`src/rtl/dm_launch_ctrl.sv`:
```
`default_nettype none
// ============================================================================
//  Module      : dm_launch_ctrl
//  Description : Host-side job sequencer sitting in front of the TopLevel
//                core. It streams operand bytes into the core's data memory,
//                pulses Start to launch the core program, waits for Ack and
//                then reads the result bytes back out of data memory onto a
//                valid/ready output stream. A missing Ack is reported through
//                a sticky Error flag that only Reset clears.
//  Revision    : 1.0 - initial release
// ----------------------------------------------------------------------------
//  Ports
//    Clk        in   1   clock, all state updates on the rising edge
//    Reset      in   1   synchronous active-high reset
//    InValid    in   1   operand byte valid
//    InReady    out  1   operand byte accepted this cycle (when InValid)
//    InData     in   DW  operand byte
//    DmWrEn     out  1   data-memory write enable
//    DmAddr     out  AW  data-memory address, shared by writes and reads
//    DmDataOut  out  DW  data-memory write data
//    DmDataIn   in   DW  data-memory read data (combinational on DmAddr)
//    Start      out  1   core launch request
//    Ack        in   1   core done flag
//    OutValid   out  1   result byte valid
//    OutReady   in   1   consumer accepts result byte
//    OutData    out  DW  result byte
//    Busy       out  1   a job is in progress
//    Error      out  1   sticky Ack-timeout flag
// ============================================================================
module dm_launch_ctrl #(
    parameter int AW           = 8,     // data-memory address width
    parameter int DW           = 8,     // data width
    parameter int BASE_ADDR    = 1,     // first DM address for operand bytes
    parameter int NUM_IN       = 4,     // operand bytes per job (1..255)
    parameter int RES_ADDR     = 5,     // first DM address of results
    parameter int NUM_OUT      = 4,     // result bytes per job (1..255)
    parameter int START_CYCLES = 2,     // cycles Start is held high (>=1)
    parameter int TIMEOUT      = 1024   // RUN cycles allowed before error
) (
    input  logic          Clk,
    input  logic          Reset,
    input  logic          InValid,
    output logic          InReady,
    input  logic [DW-1:0] InData,
    output logic          DmWrEn,
    output logic [AW-1:0] DmAddr,
    output logic [DW-1:0] DmDataOut,
    input  logic [DW-1:0] DmDataIn,
    output logic          Start,
    input  logic          Ack,
    output logic          OutValid,
    input  logic          OutReady,
    output logic [DW-1:0] OutData,
    output logic          Busy,
    output logic          Error
);

    // ------------------------------------------------------------------------
    // Constants
    // ------------------------------------------------------------------------
    // The timer must be able to hold TIMEOUT-1 without wrapping; one extra
    // bit keeps the compare safe for exact powers of two.
    localparam int TW = $clog2(TIMEOUT) + 1;

    localparam logic [7:0]    C_IN_LAST    = 8'(NUM_IN - 1);
    localparam logic [7:0]    C_OUT_LAST   = 8'(NUM_OUT - 1);
    localparam logic [7:0]    C_START_LAST = 8'(START_CYCLES - 1);
    localparam logic [TW-1:0] C_TMR_LAST   = TW'(TIMEOUT - 1);
    localparam logic [TW-1:0] C_TMR_ONE    = TW'(1);
    localparam logic [AW-1:0] C_BASE       = AW'(BASE_ADDR);
    localparam logic [AW-1:0] C_RES        = AW'(RES_ADDR);

    // ------------------------------------------------------------------------
    // State encoding
    // ------------------------------------------------------------------------
    typedef enum logic [2:0] {
        S_LOAD   = 3'd0,    // accepting operand bytes into DM
        S_LAUNCH = 3'd1,    // holding Start high
        S_RUN    = 3'd2,    // waiting for Ack, timer running
        S_DRAIN  = 3'd3,    // streaming result bytes out of DM
        S_ERR    = 3'd4     // Ack timeout, parked until Reset
    } state_t;

    // ------------------------------------------------------------------------
    // Registers and next-state wires
    // ------------------------------------------------------------------------
    state_t        r_state;
    state_t        w_state_nxt;
    logic [7:0]    r_cnt;           // byte index in LOAD/DRAIN, cycle count in LAUNCH
    logic [7:0]    w_cnt_nxt;
    logic [TW-1:0] r_tmr;           // RUN cycles elapsed
    logic [TW-1:0] w_tmr_nxt;

    logic [AW-1:0] w_cnt_addr;      // r_cnt resized to the address width
    logic          w_in_hs;         // operand byte handshake this cycle
    logic          w_out_hs;        // result byte handshake this cycle

    // Address arithmetic is done in AW bits so it wraps modulo 2^AW.
    assign w_cnt_addr = AW'(r_cnt);

    // ------------------------------------------------------------------------
    // State register
    // ------------------------------------------------------------------------
    always_ff @(posedge Clk) begin
        if (Reset) begin
            r_state <= S_LOAD;
            r_cnt   <= 8'd0;
            r_tmr   <= '0;
        end else begin
            r_state <= w_state_nxt;
            r_cnt   <= w_cnt_nxt;
            r_tmr   <= w_tmr_nxt;
        end
    end

    // ------------------------------------------------------------------------
    // Next-state and output decode
    //
    // The handshake-type outputs (InReady, DmWrEn, Start, OutValid) are
    // masked by Reset so that an abort takes effect in the very cycle Reset
    // is raised: no DM write and no result byte can slip through while the
    // state register is still waiting for the reset edge.
    // ------------------------------------------------------------------------
    always_comb begin
        w_state_nxt = r_state;
        w_cnt_nxt   = r_cnt;
        w_tmr_nxt   = r_tmr;

        InReady     = 1'b0;
        DmWrEn      = 1'b0;
        DmAddr      = '0;
        DmDataOut   = '0;
        Start       = 1'b0;
        OutValid    = 1'b0;
        OutData     = '0;
        Busy        = 1'b0;
        Error       = 1'b0;
        w_in_hs     = 1'b0;
        w_out_hs    = 1'b0;

        case (r_state)
            S_LOAD: begin
                InReady   = ~Reset;
                w_in_hs   = InValid & ~Reset;
                DmWrEn    = w_in_hs;
                DmAddr    = C_BASE + w_cnt_addr;
                DmDataOut = InData;
                // Idle only until the first operand byte of a job lands.
                Busy      = (r_cnt != 8'd0);
                if (w_in_hs) begin
                    if (r_cnt == C_IN_LAST) begin
                        w_cnt_nxt   = 8'd0;
                        w_state_nxt = S_LAUNCH;
                    end else begin
                        w_cnt_nxt   = r_cnt + 8'd1;
                    end
                end
            end

            S_LAUNCH: begin
                // Ack is deliberately not looked at here: the core may still
                // be presenting the done flag from the previous job.
                Start = ~Reset;
                Busy  = 1'b1;
                if (r_cnt == C_START_LAST) begin
                    w_cnt_nxt   = 8'd0;
                    w_tmr_nxt   = '0;
                    w_state_nxt = S_RUN;
                end else begin
                    w_cnt_nxt   = r_cnt + 8'd1;
                end
            end

            S_RUN: begin
                Busy      = 1'b1;
                w_tmr_nxt = r_tmr + C_TMR_ONE;
                // A late Ack that coincides with the last allowed cycle still
                // counts as success.
                if (Ack) begin
                    w_cnt_nxt   = 8'd0;
                    w_state_nxt = S_DRAIN;
                end else if (r_tmr == C_TMR_LAST) begin
                    w_state_nxt = S_ERR;
                end
            end

            S_DRAIN: begin
                // DM is not written during DRAIN, so the combinational read
                // data stays put while the consumer stalls.
                Busy     = 1'b1;
                DmAddr   = C_RES + w_cnt_addr;
                OutValid = ~Reset;
                OutData  = DmDataIn;
                w_out_hs = OutValid & OutReady;
                if (w_out_hs) begin
                    if (r_cnt == C_OUT_LAST) begin
                        w_cnt_nxt   = 8'd0;
                        w_state_nxt = S_LOAD;
                    end else begin
                        w_cnt_nxt   = r_cnt + 8'd1;
                    end
                end
            end

            S_ERR: begin
                Error = 1'b1;
            end

            default: begin
                w_state_nxt = S_LOAD;
                w_cnt_nxt   = 8'd0;
                w_tmr_nxt   = '0;
            end
        endcase
    end

endmodule
`default_nettype wire
```
`config.mk`:
```
export PLATFORM = sky130hd
export DESIGN_NAME = dm_launch_ctrl
export DESIGN_NICKNAME = d
export VERILOG_FILES = /design/src/rtl/dm_launch_ctrl.sv
export SDC_FILE = /design/constraint.sdc
export NUM_CORES = 1
export LEC_CHECK = 0
export CORE_ASPECT_RATIO = 1.1
export CORE_MARGIN = 8
export CORE_UTILIZATION = 50
export CTS_CLUSTER_DIAMETER = 60
export DETAILED_ROUTE_END_ITERATION = 16
export GPL_ROUTABILITY_DRIVEN = 1
export PLACE_DENSITY_LB_ADDON = 0.15
export REMOVE_ABC_BUFFERS = 1
export SLEW_MARGIN = 20
export SYNTH_ARGS = -nofsm -noshare
export SYNTH_HDL_FRONTEND = slang
export SYNTH_SLANG_ARGS = --single-unit
export TNS_END_PERCENT = 5
```
`constraint.sdc`:
```
create_clock -name Clk -period 6 [get_ports Clk]
set_input_delay 1.5 -clock Clk [delete_from_list [all_inputs] [get_ports Clk]]
set_output_delay 1.5 -clock Clk [all_outputs]
set_load 0.03 [all_outputs]
```
==> qor.csv, run 1 <==
metric,value,unit
synthSimpleGateAreaFrac,39.1,%
crit_path_start_kind,primary input,
rsz0062_at_grt,false,
run_status,completed,
viasPerCell,5.53,
worst_pin_slew,0.695,ns
syn_area_per_cell,7.64,µm²
finalWirelength,4470,µm
finalHoldViolCount,0,
cts_htree_levels,1,
synth_top_family_by_area,simple AND/OR/NAND/NOR gates,
hp-class,register to register,
setup_slack,1.19,ns
drtIter0Drc,107,
holdWs,0.524,ns
die_h,77.8,µm
cts_hold_buf,0,
whs_path_depth,2,
pre_cts_slack,1.20,ns
synthCells,227,
layout.nets,293,
critPathArrivalTime,3.31,ns
fin_crit,4.81,ns
end_kind,primary output,
drive_above_1_share,6.39,%
clock_sinks,22,
ant_nets,0,
final_cell_mix,"clkdlybuf4s50_1, nor2_1, nand2_1, dfxtp_1, and2_1",
area_growth,29.8,%
slew_violations,0,
globalRouteTotalUtil,16.0,%
path_class,primary input to primary output,
max_freq,208,MHz
die-width,72.2,µm
cts_setup_buffers,0,
fin_util,67.7,%
p_leak,0.767,nW
globalplace.congestion,0.828,
place_inst,311,
clock_skew,0.0156,ns
reg2reg_depth,5,
synth_xor_area_share,5.05,%
seq_area_frac_synth,25.4,%
core_area,3330,µm²
antenna_found_initial,0,
cts_resized,0,
mostFrequentLayoutCell,clkdlybuf4s50_1,
cts-buffers-inserted,3,
grt_pass1_vias,1524,
ys_ff_latch,22,
vias,1737,
peakVddDrop,0.0000698,V
dieArea,5610,µm²
synth_compound_area_share,20.5,%
clk_latency,0.31,ns
cts.root.buffer_cell,clkbuf_4,
cap_violations,0,
wl_per_cell,14.2,µm
synthArstFlopShare,0,%
initial_core_util,52.1,%
synth_mux_area_share,1.23,%
synthAdderAreaFrac,2.88,%
synthFlopType,dfxtp_1,
synth_cell_types,52,
post-route-period-util,80.1,%
gr-total-overflow,0,
n_antenna_cell,0,
io_buffers,50,
hpwl,3300,µm
synth-warning-count,0,
fin_cells,314,
grt_pass1_wl,7570,µm
maxSlewHeadroom,53.6,%
setup-violations-final,0,
grt_start_max_net_pins,20,
synth_edf_count,0,
clk_pin_slew,0.13,ns
cts_tree,yes,
critPathMaxFanout,12,
dr.pass1.iters,4,
clockBufferDepth,2,
fin_setup_tns,0,ns
p_per_area,121,nW/µm²
netlist_area,1740,µm²
drc,0,
io_pins,51,
cp.required,4.50,ns
fp-row-count,22,
## state kept, by name, indices dropped and copies added, names as in the netlist
register  cells
r_cnt         8
r_state       3
r_tmr        11
## power by group
part	internal, W	switching (W)
Clock	0.0000234	0.0000445
Combinational	0.0000285	0.0000282
Sequential	0.000147	0.00000174
Total	0.000199	0.0000745
## cell type report
type	count	area, µm²
clock buffer	3	22.5
multi-input combinational	184	1190
inverter	4	15.0
fill	292	1080
sequential	22	440
tap	48	60.1
timing repair buffer	53	523
## critical path, stage by stage
cell and delay, ns:
clkdlybuf4s50_1 0.63, buf_4 0.28, nor4_1 0.18, clkdlybuf4s50_1 0.72
## routing by layer
metal,wire length (µm),global-route usage [%],part of all wire (%),vias to the layer above
met1,2080,22.0,47,792
met2,2150,25.0,48,45
met3,184,2.19,4.1,4
met4,54,5.11,1.2,0
met5,0,0,0,-
li1,-,-,-,896
## cell usage after synthesis (2+ instances only)
library cell  number  area share, %
nor2_1            23            5.0
dfxtp_1           22             25
nand2_1           22            4.8
and2_1            19            6.8
nand3_1           15            4.3
a21oi_1           11            3.2
a31oi_1           11            4.0
clkbuf_1           9            1.9
o21ai_0            9            2.6
xnor2_1            9            4.5
nor2b_1            7            2.5
nor3_1             6            1.7
buf_2              4            1.2
ha_1               4            2.9
inv_1              4           0.86
and3_1             3            1.1
and4_1             3            1.5
nor3b_1            3            1.3
o22ai_1            3            1.1
a22o_1             2            1.0
a22oi_1            2           0.86
buf_6              2            1.3
nand4_1            2           0.72
nor4_1             2           0.72
nor4_2             2            1.4
nor4b_2            2            1.7
## stage by stage
stage / instance area, µm² / power [W]
finish: 2250 / 0.000273
global route: 2250 / 0.000284
CTS: 2250 / 0.000276
detailed placement: 2230 / 0.000209
global placement: 2230 / 0.000209
floorplan: 1650 / 0.000178
## path summary, 6_finish.rpt
kind / startpoint / to / slack [ns]
setup reg to reg: r_state[0]$_SDFFE_PP0P_ / r_state[1]$_SDFFE_PP0P_ / 3.76
setup / recovery: Reset / Start / 1.19
hold / removal: r_tmr[0]$_SDFFE_PP0P_ / r_tmr[0]$_SDFFE_PP0P_ / 0.52
hold reg to reg: r_tmr[0]$_SDFFE_PP0P_ / r_tmr[0]$_SDFFE_PP0P_ / 0.52
## logic make-up (layout without fill, tap and decap cells)
kind of cell,Yosys count,after routing
AO/OA/AOI/OAI,49,49
XOR/XNOR,10,10
adder cells (fa/ha/maj),4,4
buffers and inverters,21,60
flip-flops,22,22
multiplexers,2,2
AND/OR/NAND/NOR,119,119
Note: power is estimated with default switching activity, not from simulation.
==> inputs of run 2 (changes only) <==
--- a/config.mk
+++ b/config.mk
@@ -7,7 +7,7 @@
 export LEC_CHECK = 0
 export CORE_ASPECT_RATIO = 1.1
 export CORE_MARGIN = 8
-export CORE_UTILIZATION = 50
+export CORE_UTILIZATION = 43
 export CTS_CLUSTER_DIAMETER = 60
 export DETAILED_ROUTE_END_ITERATION = 16
 export GPL_ROUTABILITY_DRIVEN = 1
==> constraint.sdc (replaced) <==
create_clock -name Clk -period 4.1 [get_ports Clk]
set_input_delay 1.025 -clock Clk [delete_from_list [all_inputs] [get_ports Clk]]
set_output_delay 1.025 -clock Clk [all_outputs]
set_load 0.03 [all_outputs]
==> qor.csv, run 2 (synthesis results as in run 1) <==
metric,value,unit,change
total_power,0.000460,W,+68%
critPathMaxFanout,11,,-1
top_register,r_tmr,,
crit_path_end,OutValid,,
grt_start_max_net_pins,16,,-20%
cts_resized,0,,unchanged
reg_top3,"r_tmr (11), r_cnt (8), r_state (3)",,
viasPerCell,5.55,,+0.33%
fin_cells,320,,+1.9%
setup-violations-final,0,,unchanged
fin_setup_tns,0,ns,unchanged
hp-class,register to register,,
rsz0062_at_grt,false,,
fin_crit,3.64,ns,
cts_hold_buf,0,,unchanged
dr.pass1.iters,4,,unchanged
globalRouteTotalUtil,15.7,%,-0.39 points
reg2reg_depth,5,,unchanged
maxSlewHeadroom,56.0,%,+2.5 points
clock_skew,0.00131,ns,-0.0143 ns
clockBufferDepth,2,,unchanged
cap_violations,0,,unchanged
post-route-period-util,88.8,%,
p_leak,0.788,nW,+2.7%
cts-buffers-inserted,3,,unchanged
cts_setup_buffers,0,,unchanged
layout.nets,294,,+0.34%
gr-total-overflow,0,,unchanged
cts.root.buffer_cell,clkbuf_8,,
place_inst,316,,+1.6%
die_h,82.6,µm,+6.2%
max_freq,275,MHz,
vias,1776,,+2.2%
core_area,3930,µm²,+18%
peakVddDrop,0.000115,V,+64%
run_status,completed,,
cp-startpoint,Reset,,
end_kind,primary output,,
antenna_found_initial,0,,unchanged
io_buffers,50,,unchanged
r2r_slack,1.77,ns,-1.99 ns
io_pins,51,,unchanged
drc,0,,unchanged
slew_violations,0,,unchanged
r2r-end,r_state[1]$_SDFFE_PP0P_,,
path_class,primary input to primary output,,
p_per_area,200,nW/µm²,+65%
initial_core_util,44.1,%,-8.0 points
fill_cells,352,,+21%
n_antenna_cell,0,,unchanged
largest_reg_flops,11,,unchanged
cp.required,3.07,ns,-1.43 ns
mostFrequentLayoutCell,clkdlybuf4s50_1,,
rr_startpoint,r_state[0]$_SDFFE_PP0P_,,
area_growth,32.4,%,
critPathArrivalTime,2.62,ns,-0.69 ns
clk_pin_slew,0.08,ns,-0.05 ns
fin_util,58.4,%,-9.2 points
regArea,440,µm²,unchanged
crit_path_start_kind,primary input,,
clock_sinks,22,,unchanged
multiInputGateArea,1190,µm²,unchanged
final_cell_mix,"clkdlybuf4s50_1, nor2_1, nand2_1, dfxtp_1, and2_1",,
drtIter0Drc,82,,-23%
clk_latency,0.26,ns,-0.05 ns
fp-row-count,24,,+9.1%
globalplace.congestion,0.799,,-3.5%
finalWirelength,4760,µm,+6.6%
hpwl,3580,µm,+8.4%
worst_pin_slew,0.657,ns,-0.0381 ns
grt_pass1_wl,8380,µm,+11%
finalHoldViolCount,0,,unchanged
drive_above_1_share,7.09,%,+0.70 points
setup_slack,0.458,ns,-0.737 ns
cts_htree_levels,1,,unchanged
dieArea,6330,µm²,+13%
die-width,76.6,µm,+6.1%
cts_tree,yes,,
pre_cts_slack,0.471,ns,-0.726 ns
grt_pass1_vias,1806,,+19%
wl_per_cell,14.9,µm,+4.6%
ant_nets,0,,unchanged
[run 2: how the worst min path moves through the flow]
| stage | endpoint | depth (start not counted) | startpoint | slack [ns] |
|---|---|---|---|---|
| final | r_cnt[1]$_SDFFE_PP0P_ | 2 | r_cnt[1]$_SDFFE_PP0P_ | 0.52 |
| after global routing | r_tmr[9]$_SDFFE_PP0P_ | 2 | r_tmr[9]$_SDFFE_PP0P_ | 0.56 |
| after global placement | r_tmr[10]$_SDFFE_PP0P_ | 2 | r_tmr[10]$_SDFFE_PP0P_ | 0.50 |
| after floorplan | r_cnt[1]$_SDFFE_PP0P_ | 2 | r_cnt[1]$_SDFFE_PP0P_ | 0.47 |
| after CTS | r_cnt[1]$_SDFFE_PP0P_ | 2 | r_cnt[1]$_SDFFE_PP0P_ | 0.52 |
| after detailed placement | r_cnt[1]$_SDFFE_PP0P_ | 2 | r_cnt[1]$_SDFFE_PP0P_ | 0.51 |
[run 2: power breakdown]
group          switching (W)  leakage (nW)  internal [W]
sequential        0.00000242         0.177      0.000215
combinational      0.0000418         0.582     0.0000416
clock              0.0000737        0.0288     0.0000856
total               0.000118         0.788      0.000342
[run 2: routing by layer]
layer	GRT usage, %	wire [µm]	part of all wire, %	up-vias
li1	-	-	-	895
met1	18.3	2130	45	814
met2	26.6	2110	44	61
met3	6.39	479	10	6
met4	3.46	37	0.78	0
met5	0	0	0	-
[run 2: area by class of cell]
cell class,instances,share of cell area [%]
tap,52,2.83
timing repair buffer,54,23.1
clock buffer,4,2.40
sequential,22,19.2
inverter,4,0.653
multi-input combinational,184,51.9
[run 2: worst max-delay path, cell delays in order]
cell             delay (ns)
clkdlybuf4s50_1        0.54
buf_4                  0.25
nor2_1                 0.11
clkdlybuf4s50_1        0.69
[run 2: through the flow]
step / cell area [µm²] / hold WS, ns
after floorplan: 1650 / 0.471
after global placement: 2240 / 0.500
after detailed placement: 2240 / 0.510
after CTS: 2300 / 0.524
final: 2300 / 0.519
after global routing: 2300 / 0.555
